### config.mk
export PLATFORM = sky130hd
export DESIGN_NAME = dff_shift_ctrl
export DESIGN_NICKNAME = d
export VERILOG_FILES = /design/src/rtl/dff_shift_ctrl.sv
export SDC_FILE = /design/constraint.sdc
export NUM_CORES = 1
export LEC_CHECK = 0
export CAP_MARGIN = 15
export CORE_UTILIZATION = 45
export DETAILED_ROUTE_END_ITERATION = 8
export PLACE_DENSITY = 0.78
export REMOVE_ABC_BUFFERS = 1
export SLEW_MARGIN = 30
export SYNTH_ARGS = -nofsm -noshare
export SYNTH_HDL_FRONTEND = slang
export SYNTH_SLANG_ARGS = --single-unit
### constraint.sdc
create_clock -name i_clk -period 3.4 [get_ports i_clk]
set_input_delay 0.68 -clock i_clk [delete_from_list [all_inputs] [get_ports i_clk]]
set_output_delay 0.68 -clock i_clk [all_outputs]
set_load 0.005 [all_outputs]
### src/rtl/dff_shift_ctrl.sv
// Load/shift/capture sequencer for a WIDTH-bit flip-flop bank: parallel load on start,
// MSB-first serial shift-out with simultaneous serial capture, one-cycle done pulse.
module dff_shift_ctrl #(
  parameter int unsigned WIDTH = 8,
  parameter int unsigned CNT_W = $clog2(WIDTH)
) (
  input  logic             i_clk,
  input  logic             i_rst,
  input  logic             i_start,
  input  logic [WIDTH-1:0] i_din,
  input  logic             i_hold,
  input  logic             i_sdi,
  output logic             o_sdo,
  output logic             o_sdo_valid,
  output logic             o_busy,
  output logic             o_done,
  output logic [WIDTH-1:0] o_dout
);

  typedef enum logic [1:0] {StIdle, StShift, StDone} state_e;

  state_e           r_state;
  logic [WIDTH-1:0] r_shreg;
  logic [WIDTH-2:0] r_cap;
  logic [CNT_W-1:0] r_cnt;
  logic [WIDTH-1:0] r_dout;
  logic             r_busy;
  logic             r_done;

  // The capture bank keeps only WIDTH-1 bits; the completing edge forms the full word.
  logic [WIDTH-1:0] w_cap_next;
  logic             w_last;

  assign w_cap_next = {r_cap, i_sdi};
  assign w_last     = (r_cnt == CNT_W'(WIDTH - 1));

  always_ff @(posedge i_clk) begin
    if (i_rst) begin
      r_state <= StIdle;
      r_shreg <= '0;
      r_cap   <= '0;
      r_cnt   <= '0;
      r_dout  <= '0;
      r_busy  <= 1'b0;
      r_done  <= 1'b0;
    end else begin
      unique case (r_state)
        StIdle: begin
          if (i_start) begin
            r_shreg <= i_din;
            r_cap   <= '0;
            r_cnt   <= '0;
            r_busy  <= 1'b1;
            r_state <= StShift;
          end
        end
        StShift: begin
          if (!i_hold) begin
            r_shreg <= {r_shreg[WIDTH-2:0], 1'b0};
            r_cap   <= w_cap_next[WIDTH-2:0];
            if (w_last) begin
              r_cnt   <= '0;
              r_dout  <= w_cap_next;
              r_done  <= 1'b1;
              r_state <= StDone;
            end else begin
              r_cnt <= r_cnt + CNT_W'(1);
            end
          end
        end
        StDone: begin
          r_done  <= 1'b0;
          r_busy  <= 1'b0;
          r_state <= StIdle;
        end
        default: begin
          r_done  <= 1'b0;
          r_busy  <= 1'b0;
          r_state <= StIdle;
        end
      endcase
    end
  end

  assign o_sdo       = (r_state == StShift) & r_shreg[WIDTH-1];
  assign o_sdo_valid = (r_state == StShift) & ~i_hold;
  assign o_busy      = r_busy;
  assign o_done      = r_done;
  assign o_dout      = r_dout;

endmodule

## Word-level counts from Yosys, hierarchy flattened

Index checks and enable logic that the tools add are counted.

| word-level totals | value |
|---|---|
| register bits | 30 |
| input bits | 13 |
| output and inout bits | 12 |
| word-level logic and storage cells | 44 |

| cells by class | value |
|---|---|
| $add $sub $neg | 1 |
| equal/unequal tests | 5 |
| multiplexer cells | 19 |
| bitwise operators | 5 |
| reductions and logical operators | 7 |

Operators by type and width:

| operator | count |
|---|---|
| 2-to-1 mux 8 bit | 2 |
| case mux 8 bit (2 select lines) | 1 |
| 2-to-1 mux 7 bit | 2 |
| case mux 7 bit (2 select lines) | 1 |
| AND reduction 3 bit | 4 |
| 2-to-1 mux 3 bit | 3 |
| 2-to-1 mux 2 bit | 3 |
| != test 2 bit, second input constant | 3 |
| case mux 3 bit (2 select lines) | 1 |
| case mux 1 bit (2 select lines) | 2 |
| case mux 2 bit (2 select lines) | 1 |
| adder 3 x 1 -> 3 bit, second input constant | 1 |
| == test 3 bit, second input constant | 1 |
| 2-to-1 mux 1 bit | 3 |
| inverter 1 bit | 3 |
| bitwise AND 1 bit | 2 |
| == test 2 x 1 -> 1 bit, second input constant | 1 |
| zero test 2 bit | 1 |
| AND reduction 2 bit | 1 |
| nonzero test 2 bit | 1 |

## Logic depth before layout (Yosys ltp)

Gate-level depths: netlist of run 1.

| depth | value |
|---|---|
| depth after elaboration | 4 |
| depth in mapped cells | 6 |
| gate-level depth less buffers | 5 |

## Worst setup path after synthesis of run 1

Ideal clock, no wire load.

| timing path | value |
|---|---|
| path type | input-to-output |
| from | input port i_hold |
| to | output port o_sdo_valid |
| arrival time | 0.956 ns |
| required time | 2.720 ns |
| setup slack | 1.764 ns |
| stages on the path | 2 |
| buffers on the path | 1 |
| path through | buf_2 nor2b_1 |

| on the way | value |
|---|---|
| word-level cells in the longest chain between the ends | 2 |

RTL lines:

| what | RTL line | source |
|---|---|---|
| from (decl) | 11 | `input logic i_hold,` |
| inverter 1 bit (no line) | -- |  |
| bitwise AND 1 bit | 86 | `assign o_sdo_valid = (r_state == StShift) & ~i_hold;` |
| to (decl) | 14 | `output logic o_sdo_valid,` |

No other way between the ends.

## Worst setup path after layout of run 1

| timing path | value |
|---|---|
| from | register r_state[0] |
| to | output port o_sdo_valid |

| on the way | value |
|---|---|
| word-level cells in the longest chain between the ends | 2 |

RTL lines:

| what | RTL line | source |
|---|---|---|
| from (decl) | 22 | `state_e r_state;` |
| from (signal assigned) | 39 | `r_state <= StIdle;` |
| from (signal assigned) | 54 | `r_state <= StShift;` |
| from (signal assigned) | 65 | `r_state <= StDone;` |
| == test 2 x 1 -> 1 bit | 86 |  |
| bitwise AND 1 bit | 86 |  |

No other way between the ends.

==> results.yml, run 1 <==
setup_path:
  cpLargestDelayFamily: "simple AND/OR/NAND/NOR gates"
  data_arrival_time_at_the_worst_slack_endpoint_ns: 2.02
  register_to_register_setup_slack_ns: 1.86
  cp_slowest_cell: "sky130_fd_sc_hd__dfxtp_1"
  crit_chain: "nor2b_1 -> nor2b_1 -> clkdlybuf4s50_1"
  r2r-start: "r_state[0]$_SDFFE_PP0P_"
  crit_path_max_incr_delay_ns: 0.51
  cp-start-kind: "flip-flop"
  crit_reg_reg_endpoint: "r_cap[1]$_SDFFE_PP0P_"
  worst-setup-path-type: "flip-flop to output port"
  crit_top_cell: "sky130_fd_sc_hd__nor2b_1"
  setup.worst_path.end_class: "output port"
  cp.buffers_inverters: 1
  worstPathRequired_ns: 2.72
  path_max_fanout: 11
  depth_of_the_most_critical_reg_to_reg_path: 3
cells_and_area:
  finish.cell_count_without_fillers: 194
  sequential_cell_area_um2: 601
  mostFrequentLayoutCells: "sky130_fd_sc_hd__dfxtp_1 (30), sky130_fd_sc_hd__nand2_1 (28), sky130_fd_sc_hd__clkdlybuf4s50_1 (24)"
  layout.filler_cells: 277
  antenna_cells_inserted: 0
  syn2layout_area_growth_pct: 20.5
  layout.nets: 179
  layout_commonest_cell: "sky130_fd_sc_hd__dfxtp_1"
  multi_input_comb_area_um2: 644
  proportion_of_layout_cells_with_a_drive_suffix_above_1: 0.0613
routing:
  drt_pre_antenna_iters: 4
  detailroute.via_count: 1036
  route.detailed.vias_per_inst: 5.34
  final_antenna_net_count: 0
  route.detailed.wl_per_inst_um: 12.5
  drt_iter0_markers: 22
  drc_errors: 0
  postRouteWirelength_mm: 2.43
floorplan:
  placementRows: 19
  initial_core_util: 0.477
  core_area_um2: 2760
  die_w_um: 56.1
  die-area_um2: 3150
  ios: 25
  die_h_um: 56.1
placed_design:
  place_ws_ns: 0.761
  place_inst: 188
  place.port_buffers: 24
  dp.final_hpwl_mm: 1.66
  place.gp.congestion: 0.772
sta:
  clock-skew-final_ns: 0.00172
  unrepaired_setup_endpoints_after_global_routing: "false"
  hold_viol: 0
  min_period_over_period: 0.793
  max_clock_freq_ghz: 0.371
  hold_slack_final_ns: 0.460
  tightestPinTransition_ns: 0.605
  fin_ws_ns: 0.703
  report.final.setup_viol: 0
  timing.slew.headroom: 0.596
  timing.final.max_slew_violations: 0
  setup_tns_ns: 0
  shortest_clock_period_the_worst_path_allows_after_layout_ns: 2.70
grt:
  global_route.usage.met2: 0.293
  number_of_antenna_violations_at_the_first_check_in_global_routing: 0
  grt_util_all_layers: 0.173
  grt_overflow_total: 0
  global_route.peak_usage_layer: "met2"
  via_count_of_the_first_global_routing_pass: 976
  global_route_wire_length_before_repair_mm: 4.20
  grt.met1_usage: 0.192
  pin_count_of_the_biggest_net_entering_global_routing: 20
  grt.met3_usage: 0.0558
min_path:
  min-delay-path-class: "flip-flop to flip-flop"
  hold_path_depth: 2
  worstHoldStart: "o_dout[5]$_SDFFE_PP0P_"
  hold_path_end: "o_dout[5]$_SDFFE_PP0P_"
synthesis:
  yosys.cell_types.count: 26
  syn_avg_cell_area_um2: 9.27
  synth_seq_cells: 30
  synth_area_leaders: "sky130_fd_sc_hd__dfxtp_1 (46%), sky130_fd_sc_hd__nand2_1 (8.0%), sky130_fd_sc_hd__mux2i_1 (7.6%), sky130_fd_sc_hd__a21oi_1 (6.5%), sky130_fd_sc_hd__o221a_1 (6.0%)"
  ys_dominant_reg_cell: "sky130_fd_sc_hd__dfxtp_1"
  syn-instance-count: 142
  syn-cell-area_um2: 1320
  yosysWarnings: 0
  netlist.area_leader.share: 0.456
  ys_async_sr_fraction: 0
  synth.yosys.seq_area_share: 0.456
  post-synth-top-area-cell: "sky130_fd_sc_hd__dfxtp_1"
  number_of_enable_type_register_cells_in_the_synthesized_netlist: 0
clock_tree:
  number_of_hold_buffers_added_after_cts: 0
  clockRootBuffer: "sky130_fd_sc_hd__clkbuf_4"
  postCtsResizedCells: 0
  cts_tree: "yes"
  postCtsSetupRepairBufs: 0
  ctsLongestPathBuffers: 2
  clock_transition_time_at_the_flip_flop_clock_pins_of_the_worst_setup_and_hold_paths_ns: 0.08
  cts_htree_levels: 2
  clkSinkCount: 30
  clk_latency_ns: 0.32
  cts-buffers-inserted: 5
pwr:
  power.share.sequential: 0.573
  power_share_of_the_clock_group: 0.314
  p_per_area_nw_per_um2: 408
  power.share.combinational: 0.113
  static-leakage-power_uw: 0.000593
  internal_power_uw: 496
  psw_uw: 151
  power.switching_fraction: 0.234
  max-vdd-ir-drop_v: 0.000290
outcome:
  status: "complete, no violations"
run:
  drv_cap: 0
==> sequential cells by signal, indices dropped and copies added (netlist names) <==
register  cells
o_busy        1
o_done        1
o_dout        8
r_cap         7
r_cnt         3
r_shreg       8
r_state       2
==> how the worst max path moves through the flow <==
stage / from / to / slack [ns] / cells after the start
3_3_place_gp: i_hold / o_sdo_valid / 0.77 / 3
6_report: r_state[0]$_SDFFE_PP0P_ / o_sdo_valid / 0.70 / 3
3_5_place_dp: i_hold / o_sdo_valid / 0.76 / 3
4_1_cts: r_state[0]$_SDFFE_PP0P_ / o_sdo_valid / 0.68 / 3
5_1_grt: r_state[0]$_SDFFE_PP0P_ / o_sdo_valid / 0.56 / 3
2_1_floorplan: r_state[0]$_SDFFE_PP0P_ / o_sdo_valid / 1.70 / 2
==> cell families after synthesis <==
kind of cell | Yosys count | synth area share
mux | 10 | 0.0760
flops | 30 | 0.456
simple gates | 62 | 0.246
compound gates | 27 | 0.148
fa+ha+maj | 2 | 0.0190
buf+inv | 11 | 0.0542
==> worst register-to-register path, cell delays in order, from the launching register on <==
cell and delay [ns]:
sky130_fd_sc_hd__dfxtp_1 0.51, sky130_fd_sc_hd__nand2b_1 0.15, sky130_fd_sc_hd__a21oi_4 0.54, sky130_fd_sc_hd__mux2i_1 0.27
==> per-layer routing <==
layer / routed length (um) / vias to the layer above
met5: 0 / -
met4: 8 / 0
met3: 142 / 2
met2: 1150 / 25
met1: 1130 / 483
li1: - / 526
==> metrics by stage <==
| step | util | area [um2] | power (uW) |
|---|---|---|---|
| 2_1_floorplan | - | 1250 | 418 |
| 3_5_place_dp | 0.557 | 1540 | 453 |
| 5_1_grt | 0.575 | 1590 | 677 |
| 6_report | 0.575 | 1590 | 648 |
| 3_3_place_gp | 0.557 | 1540 | 450 |
| 4_1_cts | 0.575 | 1590 | 658 |
==> power by group through the flow <==
stage	clock network, uW	logic (uW)	registers [uW]
6_report	203	73.0	371
5_1_grt	225	79.4	373
4_1_cts	213	73.7	371
3_5_place_dp	0	73.3	379
3_3_place_gp	0	72.0	378
2_1_floorplan	0	41.2	377
==> synth_stat cells, drive strengths merged, types with 2 or more instances <==
cell / count
ha: 2
o221a: 7
nor2: 12
clkbuf: 3
nor2b: 2
nand2: 28
dfxtp: 30
mux2i: 10
a21oi: 18
nand2b: 12
buf: 7
==> final cells by class <==
| class | instances | area share |
|---|---|---|
| sequential | 30 | 0.379 |
| inverter | 1 | 0.00237 |
| timing repair buffer | 25 | 0.156 |
| clock buffer | 6 | 0.0323 |
| tap | 31 | 0.0244 |
| multi-input combinational | 101 | 0.406 |
(Power assumes the default switching activity.)
==> inputs of run 2 (changes only) <==
==> constraint.sdc (replaced) <==
create_clock -name i_clk -period 2.55 [get_ports i_clk]
set_input_delay 0.51 -clock i_clk [delete_from_list [all_inputs] [get_ports i_clk]]
set_output_delay 0.51 -clock i_clk [all_outputs]
set_load 0.005 [all_outputs]
==> run 2 against run 1 <==
  * Sequential power grew 33%
  * Wire length grew 7.5%
  * Cell count grew 2.6%
  * Non-clock buffer count grew 4
  * Critical path type unchanged
==> results.yml, run 2 (synthesis results as in run 1) <==
grt:
  global_route_wire_length_before_repair_mm: 4.46
  grt_util_all_layers: 0.185
  via_count_of_the_first_global_routing_pass: 1026
  pin_count_of_the_biggest_net_entering_global_routing: 24
  number_of_antenna_violations_at_the_first_check_in_global_routing: 0
  grt_overflow_total: 0
routing:
  drt_pre_antenna_iters: 4
  detailroute.via_count: 1081
  postRouteWirelength_mm: 2.62
  route.detailed.vias_per_inst: 5.43
  route.detailed.wl_per_inst_um: 13.1
  drt_iter0_markers: 19
  final_antenna_net_count: 0
  drc_errors: 0
pwr:
  static-leakage-power_uw: 0.000628
  max-vdd-ir-drop_v: 0.000671
  p_per_area_nw_per_um2: 599
clock_tree:
  number_of_hold_buffers_added_after_cts: 0
  postCtsResizedCells: 0
  cts-buffers-inserted: 5
  clock_transition_time_at_the_flip_flop_clock_pins_of_the_worst_setup_and_hold_paths_ns: 0.08
  clockRootBuffer: "sky130_fd_sc_hd__clkbuf_4"
  cts_htree_levels: 2
  clk_latency_ns: 0.32
  postCtsSetupRepairBufs: 0
  cts_tree: "yes"
  clkSinkCount: 30
  ctsLongestPathBuffers: 2
floorplan:
  die_w_um: 56.1
  core_area_um2: 2760
  ios: 25
  die_h_um: 56.1
  placementRows: 19
  initial_core_util: 0.477
  die-area_um2: 3150
sta:
  timing.final.max_slew_violations: 0
  timing.slew.headroom: 0.696
  min_period_over_period: 0.908
  setup_tns_ns: 0
  unrepaired_setup_endpoints_after_global_routing: "false"
  clock-skew-final_ns: 0.00667
  report.final.setup_viol: 0
  hold_viol: 0
  tightestPinTransition_ns: 0.454
  shortest_clock_period_the_worst_path_allows_after_layout_ns: 2.31
  hold_slack_final_ns: 0.457
  max_clock_freq_ghz: 0.432
placed_design:
  place.port_buffers: 24
  place.gp.congestion: 0.802
  place_area_um2: 1570
  dp.final_hpwl_mm: 1.80
setup_path:
  path_max_fanout: 11
  data_arrival_time_at_the_worst_slack_endpoint_ns: 1.80
  worstPathRequired_ns: 2.04
  setup.worst_path.end_class: "output port"
  worst-setup-path-type: "flip-flop to output port"
  cp-start-kind: "flip-flop"
cells_and_area:
  mostFrequentLayoutCells: "sky130_fd_sc_hd__dfxtp_1 (30), sky130_fd_sc_hd__nand2_1 (28), sky130_fd_sc_hd__clkdlybuf4s50_1 (24)"
  layout_commonest_cell: "sky130_fd_sc_hd__dfxtp_1"
  layout.nets: 183
  layout.filler_cells: 246
  antenna_cells_inserted: 0
  proportion_of_layout_cells_with_a_drive_suffix_above_1: 0.0893
  final_design_area_no_fill_um2: 1650
  syn2layout_area_growth_pct: 25.1
run:
  drv_cap: 0
min_path:
  min-delay-path-class: "flip-flop to flip-flop"
outcome:
  status: "complete, no violations"
-- run 2: cell types whose count changed in the layout (fill, tap and decap cells not counted) --
cell / change
sky130_fd_sc_hd__buf_4: +4
sky130_fd_sc_hd__bufinv_16: +1
-- run 2: cell type report --
class | count | area [um2] | area share
inverters | 1 | 3.75 | 0.00228
clock inverters | 1 | 30.0 | 0.0182
well taps | 31 | 38.8 | 0.0236
clock buffers | 6 | 51.3 | 0.0312
multi-input cells | 101 | 644 | 0.391
repair buffers | 29 | 278 | 0.169
flip-flops and latches | 30 | 601 | 0.365
-- run 2: worst max-delay path: stages (launching register included) --
cell and delay [ns]:
sky130_fd_sc_hd__dfxtp_1 0.52, sky130_fd_sc_hd__nor2b_1 0.17, sky130_fd_sc_hd__buf_4 0.16, sky130_fd_sc_hd__nor2b_1 0.13, sky130_fd_sc_hd__clkdlybuf4s50_1 0.50
-- run 2: metrics by stage --
step | worst slack (ns) | cells | power (uW) | util
2_1_floorplan | 1.02 | 132 | 558 | -
3_3_place_gp | 0.356 | 192 | 605 | 0.568
3_5_place_dp | 0.365 | 192 | 609 | 0.568
4_1_cts | 0.219 | 199 | 996 | 0.597
5_1_grt | 0.0937 | 199 | 1030 | 0.597
6_report | 0.236 | 199 | 985 | 0.597
-- run 2: per-layer routing --
layer | global-route usage | part of all wire | routed length [um] | vias to the layer above
met5 | 0 | 0 | 0 | -
met2 | 0.289 | 0.46 | 1210 | 28
met3 | 0.0907 | 0.056 | 146 | 4
met4 | 0.0627 | 0.0096 | 25 | 0
met1 | 0.221 | 0.47 | 1230 | 506
li1 | - | - | - | 543
-- run 2: power by group --
| group | switching, uW | total, uW | internal (uW) |
|---|---|---|---|
| registers | 11.1 | 495 | 484 |
| clock network | 159 | 387 | 228 |
| logic | 46.0 | 104 | 57.8 |
| total | 216 | 985 | 770 |
-- run 2: path summary, 6_finish.rpt --
kind         slack, ns                      to  depth (start not counted)                     from
max               0.24             o_sdo_valid                          4  r_state[0]$_SDFFE_PP0P_
min reg2reg       0.46  o_dout[3]$_SDFFE_PP0P_                          2   o_dout[3]$_SDFFE_PP0P_
max reg2reg       0.99   r_cap[6]$_SDFFE_PP0P_                          4  r_state[0]$_SDFFE_PP0P_
min               0.46  o_dout[3]$_SDFFE_PP0P_                          2   o_dout[3]$_SDFFE_PP0P_
==> inputs of run 3 (changes only) <==
--- a/config.mk
+++ b/config.mk
@@ -6,9 +6,11 @@
 export NUM_CORES = 1
 export LEC_CHECK = 0
 export CAP_MARGIN = 15
-export CORE_UTILIZATION = 45
+export CELL_PAD_IN_SITES_DETAIL_PLACEMENT = 1
+export CELL_PAD_IN_SITES_GLOBAL_PLACEMENT = 1
+export CORE_UTILIZATION = 38
 export DETAILED_ROUTE_END_ITERATION = 8
-export PLACE_DENSITY = 0.78
+export PLACE_DENSITY = 0.84
 export REMOVE_ABC_BUFFERS = 1
 export SLEW_MARGIN = 30
 export SYNTH_ARGS = -nofsm -noshare
==> run 3 against run 2 <==
  * Register-to-register slack about the same
  * Critical path depth unchanged
  * Die area up 18%
  * Power about the same
  * Worst hold slack worse by 0.00082 ns
  * Highest routed layer unchanged
  * Sequential share of layout area down 0.083 points
  * Core utilization down 10 points
  * Non-clock buffer count down 2
==> results.yml, run 3 (synthesis results as in run 1) <==
setup_path:
  cp-start-kind: "flip-flop"
  worst-setup-path-type: "flip-flop to output port"
  cpLargestDelayFamily: "buffers and inverters"
  crit_path_max_incr_delay_ns: 0.52
  cp_slowest_cell: "sky130_fd_sc_hd__dfxtp_1"
  setup.worst_path.end_class: "output port"
  crit_chain: "nor2b_1 -> buf_4 -> nor2b_1 -> clkdlybuf4s50_1"
  data_arrival_time_at_the_worst_slack_endpoint_ns: 1.82
  cp.buffers_inverters: 2
  crit_top_cell: "sky130_fd_sc_hd__nor2b_1"
  path_max_fanout: 11
  worstPathRequired_ns: 2.04
sta:
  report.final.setup_viol: 0
  hold_slack_final_ns: 0.457
  unrepaired_setup_endpoints_after_global_routing: "false"
  setup_tns_ns: 0
  min_period_over_period: 0.915
  max_clock_freq_ghz: 0.429
  tightestPinTransition_ns: 0.618
  timing.slew.headroom: 0.587
  clock-skew-final_ns: 0.0134
  timing.final.max_slew_violations: 0
  hold_viol: 0
  shortest_clock_period_the_worst_path_allows_after_layout_ns: 2.33
min_path:
  min-delay-path-class: "flip-flop to flip-flop"
cells_and_area:
  syn2layout_area_growth_pct: 25.4
  mostFrequentLayoutCells: "sky130_fd_sc_hd__dfxtp_1 (30), sky130_fd_sc_hd__nand2_1 (28), sky130_fd_sc_hd__clkdlybuf4s50_1 (24)"
  layout.nets: 181
  proportion_of_layout_cells_with_a_drive_suffix_above_1: 0.0783
  layout.filler_cells: 414
  layout_commonest_cell: "sky130_fd_sc_hd__dfxtp_1"
  antenna_cells_inserted: 0
clock_tree:
  cts-buffers-inserted: 5
  clockRootBuffer: "sky130_fd_sc_hd__clkbuf_4"
  clock_transition_time_at_the_flip_flop_clock_pins_of_the_worst_setup_and_hold_paths_ns: 0.09
  cts_tree: "yes"
  number_of_hold_buffers_added_after_cts: 0
  clkSinkCount: 30
  postCtsResizedCells: 0
  cts_htree_levels: 2
  postCtsSetupRepairBufs: 0
  clk_latency_ns: 0.33
  ctsLongestPathBuffers: 2
grt:
  pin_count_of_the_biggest_net_entering_global_routing: 31
  grt_util_all_layers: 0.185
  global_route_wire_length_before_repair_mm: 4.84
  via_count_of_the_first_global_routing_pass: 1097
  grt_overflow_total: 0
  number_of_antenna_violations_at_the_first_check_in_global_routing: 0
placed_design:
  place.gp.congestion: 0.731
  place.port_buffers: 24
  dp.final_hpwl_mm: 2.14
pwr:
  max-vdd-ir-drop_v: 0.000298
  static-leakage-power_uw: 0.000617
  p_per_area_nw_per_um2: 597
routing:
  final_antenna_net_count: 0
  drt_iter0_markers: 70
  drc_errors: 0
  postRouteWirelength_mm: 2.99
  drt_pre_antenna_iters: 4
  detailroute.via_count: 1093
  route.detailed.vias_per_inst: 5.16
  route.detailed.wl_per_inst_um: 14.1
floorplan:
  die_h_um: 60.9
  ios: 25
  placementRows: 21
  initial_core_util: 0.394
  die-area_um2: 3700
  die_w_um: 60.9
  core_area_um2: 3340
run:
  drv_cap: 0
outcome:
  status: "complete, no violations"
-- run 3: cell types whose count changed in the layout (fill, tap and decap cells not counted) --
cell                    change
sky130_fd_sc_hd__buf_4      -2
-- run 3: metrics by stage --
| step | area (um2) | std cells | total power (uW) | util | worst slack [ns] |
|---|---|---|---|---|---|
| 3_3_place_gp | 1570 | 205 | 603 | 0.470 | 0.397 |
| 4_1_cts | 1650 | 212 | 997 | 0.495 | 0.187 |
| 6_report | 1650 | 212 | 986 | 0.495 | 0.218 |
| 2_1_floorplan | 1250 | 132 | 558 | - | 1.02 |
| 5_1_grt | 1650 | 212 | 1030 | 0.495 | 0.0690 |
| 3_5_place_dp | 1570 | 205 | 609 | 0.470 | 0.355 |
-- run 3: worst min-delay path: cells and delay by family (launching register included) --
| kind | cells | cell delay [ns] |
|---|---|---|
| flops | 1 | 0.32 |
| compound gates | 1 | 0.05 |
| simple gates | 1 | 0.05 |
-- run 3: path summary, 6_finish.rpt --
check	start	to	slack, ns	depth (start not counted)
max	r_state[0]$_SDFFE_PP0P_	o_sdo_valid	0.22	4
max reg2reg	r_state[0]$_SDFFE_PP0P_	r_cnt[2]$_SDFFE_PP0P_	0.99	3
min reg2reg	o_dout[3]$_SDFFE_PP0P_	o_dout[3]$_SDFFE_PP0P_	0.46	2
min	o_dout[3]$_SDFFE_PP0P_	o_dout[3]$_SDFFE_PP0P_	0.46	2
-- run 3: final cells by class --
| cell class | count | area [um2] | area share |
|---|---|---|---|
| sequential | 30 | 601 | 0.364 |
| tap | 46 | 57.6 | 0.0349 |
| clock buffer | 6 | 51.3 | 0.0311 |
| timing repair buffer | 27 | 263 | 0.159 |
| multi-input combinational | 101 | 644 | 0.390 |
| clock inverter | 1 | 30.0 | 0.0182 |
| inverter | 1 | 3.75 | 0.00227 |
-- run 3: per-layer routing --
metal,routed length (um),track usage,up-vias
li1,-,-,529
met4,70,0.110,0
met2,1590,0.320,24
met3,129,0.0661,8
met5,0,0,-
met1,1200,0.192,532
-- run 3: power by group --
group | switching (uW) | total (uW) | internal (uW) | leakage (uW)
Sequential | 10.9 | 495 | 484 | 0.000244
Clock | 160 | 388 | 228 | 0.0000443
Combinational | 46.8 | 103 | 56.5 | 0.000329
